### src/rtl/ram_result_reader.sv
// Scans RAM[0..N_WORDS-1] after the Fibonacci sequencer finishes and streams each word out over valid/ready, tagged with its address.
// Define RESULT_CHECK_EN to add the recurrence checker (err/err_addr); otherwise err and err_addr are tied to 0.
module ram_result_reader #(
  parameter int N_WORDS = 32,
  parameter int ADDR_W  = 6,
  parameter int DATA_W  = 32,
  parameter int RAM_LAT = 2
) (
  input  logic              i_clk,
  input  logic              i_rst,
  input  logic              i_start,
  output logic [ADDR_W-1:0] o_ram_raddr,
  input  logic [DATA_W-1:0] i_ram_dout,
  output logic [DATA_W-1:0] o_out_data,
  output logic [ADDR_W-1:0] o_out_idx,
  output logic              o_out_valid,
  input  logic              i_out_ready,
  output logic              o_busy,
  output logic              o_done,
  output logic              o_err,
  output logic [ADDR_W-1:0] o_err_addr
);

  typedef enum logic [2:0] {
    S_IDLE,
    S_ISSUE,
    S_WAIT,
    S_CAPT,
    S_SEND,
    S_FIN
  } state_t;

  localparam logic [ADDR_W-1:0] LAST_IDX  = ADDR_W'(N_WORDS - 1);
  localparam logic [2:0]        WAIT_INIT = 3'(RAM_LAT - 1);

  state_t            r_state;
  state_t            w_next;
  logic [ADDR_W-1:0] r_idx;
  logic [2:0]        r_wait;
  logic              w_last;
  logic              w_accept;

  assign w_last   = (r_idx == LAST_IDX);
  assign w_accept = o_out_valid && i_out_ready;

  always_ff @(posedge i_clk) begin
    if (i_rst) r_state <= S_IDLE;
    else       r_state <= w_next;
  end

  always_comb begin
    w_next = r_state;
    case (r_state)
      S_IDLE:  if (i_start) w_next = S_ISSUE;
      S_ISSUE: w_next = S_WAIT;
      S_WAIT:  if (r_wait == 3'd0) w_next = S_CAPT;
      S_CAPT:  w_next = S_SEND;
      S_SEND:  if (w_accept) w_next = w_last ? S_FIN : S_ISSUE;
      S_FIN:   w_next = S_IDLE;
      default: w_next = S_IDLE;
    endcase
  end

  // The read address only moves at scan start and after a handshake, so ram_dout stays stable through WAIT/CAPT.
  always_ff @(posedge i_clk) begin
    if (i_rst) begin
      r_idx       <= '0;
      r_wait      <= '0;
      o_ram_raddr <= '0;
      o_out_data  <= '0;
      o_out_idx   <= '0;
      o_out_valid <= 1'b0;
      o_busy      <= 1'b0;
      o_done      <= 1'b0;
    end else begin
      case (r_state)
        S_IDLE: begin
          if (i_start) begin
            r_idx       <= '0;
            o_ram_raddr <= '0;
            o_busy      <= 1'b1;
            o_done      <= 1'b0;
          end
        end
        S_ISSUE: r_wait <= WAIT_INIT;
        S_WAIT: begin
          if (r_wait != 3'd0) r_wait <= r_wait - 3'd1;
        end
        S_CAPT: begin
          o_out_data  <= i_ram_dout;
          o_out_idx   <= r_idx;
          o_out_valid <= 1'b1;
        end
        S_SEND: begin
          if (w_accept) begin
            o_out_valid <= 1'b0;
            if (!w_last) begin
              r_idx       <= r_idx + 1'b1;
              o_ram_raddr <= r_idx + 1'b1;
            end
          end
        end
        S_FIN: begin
          o_busy <= 1'b0;
          o_done <= 1'b1;
        end
        default: ;
      endcase
    end
  end

`ifdef RESULT_CHECK_EN
  logic [DATA_W-1:0] r_prev1;
  logic [DATA_W-1:0] r_prev2;
  logic [DATA_W-1:0] w_sum;

  // Sum wraps at DATA_W bits on purpose; only the first mismatch address is kept.
  assign w_sum = r_prev1 + r_prev2;

  always_ff @(posedge i_clk) begin
    if (i_rst) begin
      r_prev1    <= '0;
      r_prev2    <= '0;
      o_err      <= 1'b0;
      o_err_addr <= '0;
    end else if (r_state == S_IDLE && i_start) begin
      o_err      <= 1'b0;
      o_err_addr <= '0;
    end else if (r_state == S_CAPT) begin
      r_prev2 <= r_prev1;
      r_prev1 <= i_ram_dout;
      if (r_idx >= ADDR_W'(2) && i_ram_dout != w_sum && !o_err) begin
        o_err      <= 1'b1;
        o_err_addr <= r_idx;
      end
    end
  end
`else
  assign o_err      = 1'b0;
  assign o_err_addr = '0;
`endif

endmodule

### config.mk
export PLATFORM = sky130hd
export DESIGN_NAME = ram_result_reader
export DESIGN_NICKNAME = d
export VERILOG_FILES = /design/src/rtl/ram_result_reader.sv
export SDC_FILE = /design/constraint.sdc
export NUM_CORES = 1
export LEC_CHECK = 0
export ABC_AREA = 1
export BUFFER_PORTS_ARGS = -buffer_cell sky130_fd_sc_hd__buf_2
export CORE_AREA = 2 2 74 76
export CTS_CLUSTER_DIAMETER = 40
export DETAILED_ROUTE_END_ITERATION = 12
export DIE_AREA = 0 0 76 78
export PLACE_DENSITY = 0.73
export SKIP_CTS_REPAIR_TIMING = 1
export SYNTH_ARGS = -nofsm -noshare
export SYNTH_HDL_FRONTEND = slang
export SYNTH_SLANG_ARGS = --single-unit
### constraint.sdc
create_clock -name i_clk -period 2.5 [get_ports i_clk]
set_input_delay 0.375 -clock i_clk [delete_from_list [all_inputs] [get_ports i_clk]]
set_output_delay 0.375 -clock i_clk [all_outputs]
set_load 0.005 [all_outputs]
### After elaboration in Yosys (flattened, before gate mapping)

Index checks and enable logic that the tools add are counted.

* logic and storage cells: 51
* bits in registers: 53
* input bits: 36
* output and inout bits: 54

* multiplexer cells: 17
* reductions and logical operators: 13
* $add $sub $neg: 2
* equality and inequality tests: 11

Operators by type and width (number)
* $mux W6: 3
* $mux W3: 5
* $pmux W3 S5: 1
* $pmux W6 S2: 1
* $ne A2 B2 Y1 const B: 5
* $reduce_bool A2 Y1: 4
* $add A6 B1 Y6 const B: 1
* $eq A3 B2 Y1 const B: 2
* $eq A3 B3 Y1 const B: 2
* $eq A6 B5 Y1 const B: 1
* $logic_not A3 Y1: 2
* $pmux W1 S2: 3
* $pmux W3 S2: 1
* $reduce_and A2 Y1: 3
* $reduce_and A4 Y1: 1
* $eq A3 B1 Y1 const B: 1
* $mux W1: 3
* $reduce_and A3 Y1: 1
* $reduce_bool A3 Y1: 1
* $sub A3 B1 Y3 const B: 1
* $logic_and A1 B1 Y1: 1

### Logic depth before layout (Yosys ltp)

* word-level depth: 4
* depth in mapped cells: 10
* mapped depth without buffers: 10

### Worst setup path after synthesis

Ideal clock, no wire load.

* path kind: register to register
* start: register r_wait[0]
* end: register r_wait[1]
* slack: 1.194 ns
* period minus slack after synthesis: 1.306 ns
* stages on the path, launching flop included: 7
* arrival: 1.234 ns
* buffers on the path: 0
* path through: dfxtp_1 inv_1 ha_1 ha_1 nand3b_2 or2_0 a21oi_1

* longest elaborated chain between the ends: 3
* elaborated cells between the ends (all ways): 6
* classes of those cells: add/sub (1); eq/ne (1); mux (2); reduce/logical (2)

RTL lines
* start, declared: RTL line 39 `logic [2:0] r_wait;`
* start signal, assigned: RTL line 87 `if (r_wait != 3'd0) r_wait <= r_wait - 3'd1;`
* $sub A3 B1 Y3 or $reduce_bool A3 Y1 (tied branches): RTL line 87
* $mux W3 or $ne A2 B2 Y1 (tied branches)
* $pmux W3 S2 or $reduce_and A2 Y1 (tied branches)

Parallel ways exist; a longest one is shown, timed or not. The select of a mux whose other input is x is not followed.
A chain may end at the register's enable or synchronous reset.

### Worst setup path after layout

* start: register r_state[2]
* end: register o_out_idx[0]

* longest elaborated chain between the ends: 1

RTL lines
* start, declared: RTL line 36 `state_t r_state;`
* start signal, assigned: RTL line 48 `else r_state <= w_next;`
* $eq A3 B2 Y1: RTL line 76 `case (r_state)`
* end signal, assigned: RTL line 91 `o_out_idx <= r_idx;`
* end, declared: RTL line 15 `output logic [ADDR_W-1:0] o_out_idx,`

Every way passes these cells.

==> run metrics <==
Placeable Area 5040 µm²; CTS tree built; cell breakdown of the critical path inv_2 -> nand3_4 -> inv_2 -> o21ai_0 -> a21oi_1; FF+latch count, synth 53; Sw Pwr slightly above 500 µW; CP max stage delay between 600 and 700 ps; HP Class input port to register; Critical Path RT approximately 2700 ps; vias in the first global route 1,765; adder-cell share of the synthesized area under 10%; post-synthesis compound-gate area fraction 12.9%; RSZ-0062 raised after global routing false; worst-case clock buffer depth 2; CTS sink cnt 53; Final Slew Violations 0; sw frac 29.0%; Hold Violations, Final 0; commonest non-fill, non-tap cell in the layout buf_2; grt total ovfl 0; port bufs a little over 80; crit path capture type register; antenna cells 0; met3 usage ~4.2%; Starting Density a little over two fifths; IO Pins 90; run status completed; Setup CP Type register to register; largest net degree at the start of global routing between 40 and 50; final setup vio count 0; Tot GR Track Use between 10% and 20%; Antenna Nets Post-Route 0; full die area 5930 µm²; Slew @ Worst Pin ~670 ps; power density cells roughly 650 nW/µm²; Slew Limit Headroom roughly 55%; first-pass GRT wire length roughly 8 mm; Via density approximately 4.7; XOR/XNOR Fraction of Synth Area 0%; minimum period implied by the final worst setup slack 1870 ps; mux cell area share after synthesis 0%; Via Count slightly above 2,000; register area share after synthesis 48.1%; P_leak approximately 1.3 nW; Post-Syn Area about 2200 µm²; fin nets roughly 400; global-route track usage on met1 between 20% and 30%; Final Cycle Share about three quarters; crit-path max FO 42; Tot Pwr between 1.5 and 2 mW; Reg clk slew, reported paths 100 ps; Int Power 1.25 mW; largest family of logic cells by synthesized area simple AND/OR/NAND/NOR gates; post-route DRC violation count 0; Num CTS Buffers 5; WL/cell 10.8 µm; gr busiest metal met2; CP max stage cell inv_2; Die Span X between 70 and 80 µm; share of cells above drive strength 1 approximately 30%; clk_lat worst skew around 300 ps; CTS H-tree lvls 2; Layout area overhead 22.2%; initial antenna violation count 0; Logic pwr share a little under a fifth; setup TNS 0 ps; Crit path arrival time around 2100 ps; met2 Resource Use GR roughly 26%; cell mode on critical path inv_2; most frequent cells in the layout 82 x buf_2, 81 x nor2_1, 53 x dfxtp_1; HPWL Detailed between 3 and 4 mm; Starting DRT DRC Count around 50; Worst setup SP type register; Final Skew around 8.6 ps; final WL roughly 4.7 mm; Peak VDD IR around 0.26 mV; Die Span Y between 70 and 80 µm; DRT Pass-1 Iters 4; gpl congestion roughly 0.83; clock network power share a little over a quarter; Root Buffer Master clkbuf_8; # rows 26; Post-Synth Simple-Gate Area between 20 and 30%; maxcap violations 0; Ys Warns 0; Yosys cell types 28; Cells after Synth 290; Max Freq 534 MHz; sequential share of power 54.5%; Mean Syn Cell Area ~7.6 µm²
[metrics by stage]
step | util (%) | instance area (µm²) | hold WS, ps | worst slack, ps | cells
floorplan | - | 2230 | 457 | 1190 | 296
global placement | 51.8 | 2610 | 451 | 619 | 430
detailed placement | 51.8 | 2610 | 457 | 588 | 430
CTS | 53.5 | 2700 | 314 | 571 | 438
global route | 53.5 | 2700 | 319 | 433 | 438
finish | 53.5 | 2700 | 314 | 626 | 438
[worst paths after layout]
| check | from | to | slack, ps | cells after the start |
|---|---|---|---|---|
| worst max-delay path | r_state[2] | o_out_idx[0] | 630 | 5 |
| worst min-delay path | i_ram_dout[20] | o_out_data[20] | 310 | 3 |
| worst max register to register | r_state[2] | o_out_idx[0] | 630 | 5 |
| worst min register to register | o_busy | o_busy | 460 | 2 |
[worst max-delay path: cells and delay by family, from the launching register on]
| kind | cells | cell delay, ps |
|---|---|---|
| buf+inv | 2 | 810 |
| compound gates | 2 | 290 |
| flops | 1 | 380 |
| simple gates | 1 | 320 |
[kinds of logic after synthesis]
family / after synthesis
buffers and inverters: 35
other: 1
flip-flops: 53
adder cells (fa/ha/maj): 3
AND/OR/NAND/NOR: 143
AO/OA/AOI/OAI: 55
[metal layers]
layer	vias to the layer above	wire, µm
li1	1061	-
met1	889	2220
met2	80	2080
met3	8	347
met4	0	75
met5	-	0
[cell type report]
type / count / area, µm²
sequential: 53 / 1060
clock buffer: 6 / 72.6
multi-input combinational: 208 / 985
fill: 517 / 2350
tap: 70 / 87.6
clock inverter: 2 / 10.0
inverter: 16 / 62.6
timing repair buffer: 83 / 418
[registers in the layout, summed over array words and instances, names as in the netlist]
name         cells
o_busy           1
o_done           1
o_out_data      32
o_out_idx        6
o_out_valid      1
r_idx            6
r_state          3
r_wait           3
[power by group through the flow]
stage               sequential [mW]  clock, mW  combinational [mW]
global route                  0.967      0.519               0.387
global placement              0.974          0               0.333
floorplan                     0.978          0               0.228
detailed placement            0.976          0               0.339
finish                        0.956      0.462               0.336
CTS                           0.956      0.478               0.341
[cell usage after synthesis (all sizes together)]
cell | n | area, µm²
a31oi | 1 | 6.26
conb | 1 | 3.75
ha | 3 | 37.5
clkbuf | 7 | 30.0
or2 | 2 | 12.5
nand3 | 14 | 87.6
buf | 12 | 91.3
inv | 16 | 62.6
nor3 | 2 | 10.0
a21oi | 13 | 72.6
nand2 | 37 | 159
nor2 | 86 | 345
o21ai | 41 | 205
nand3b | 2 | 22.5
dfxtp | 53 | 1060
(Power assumes the default switching activity.)
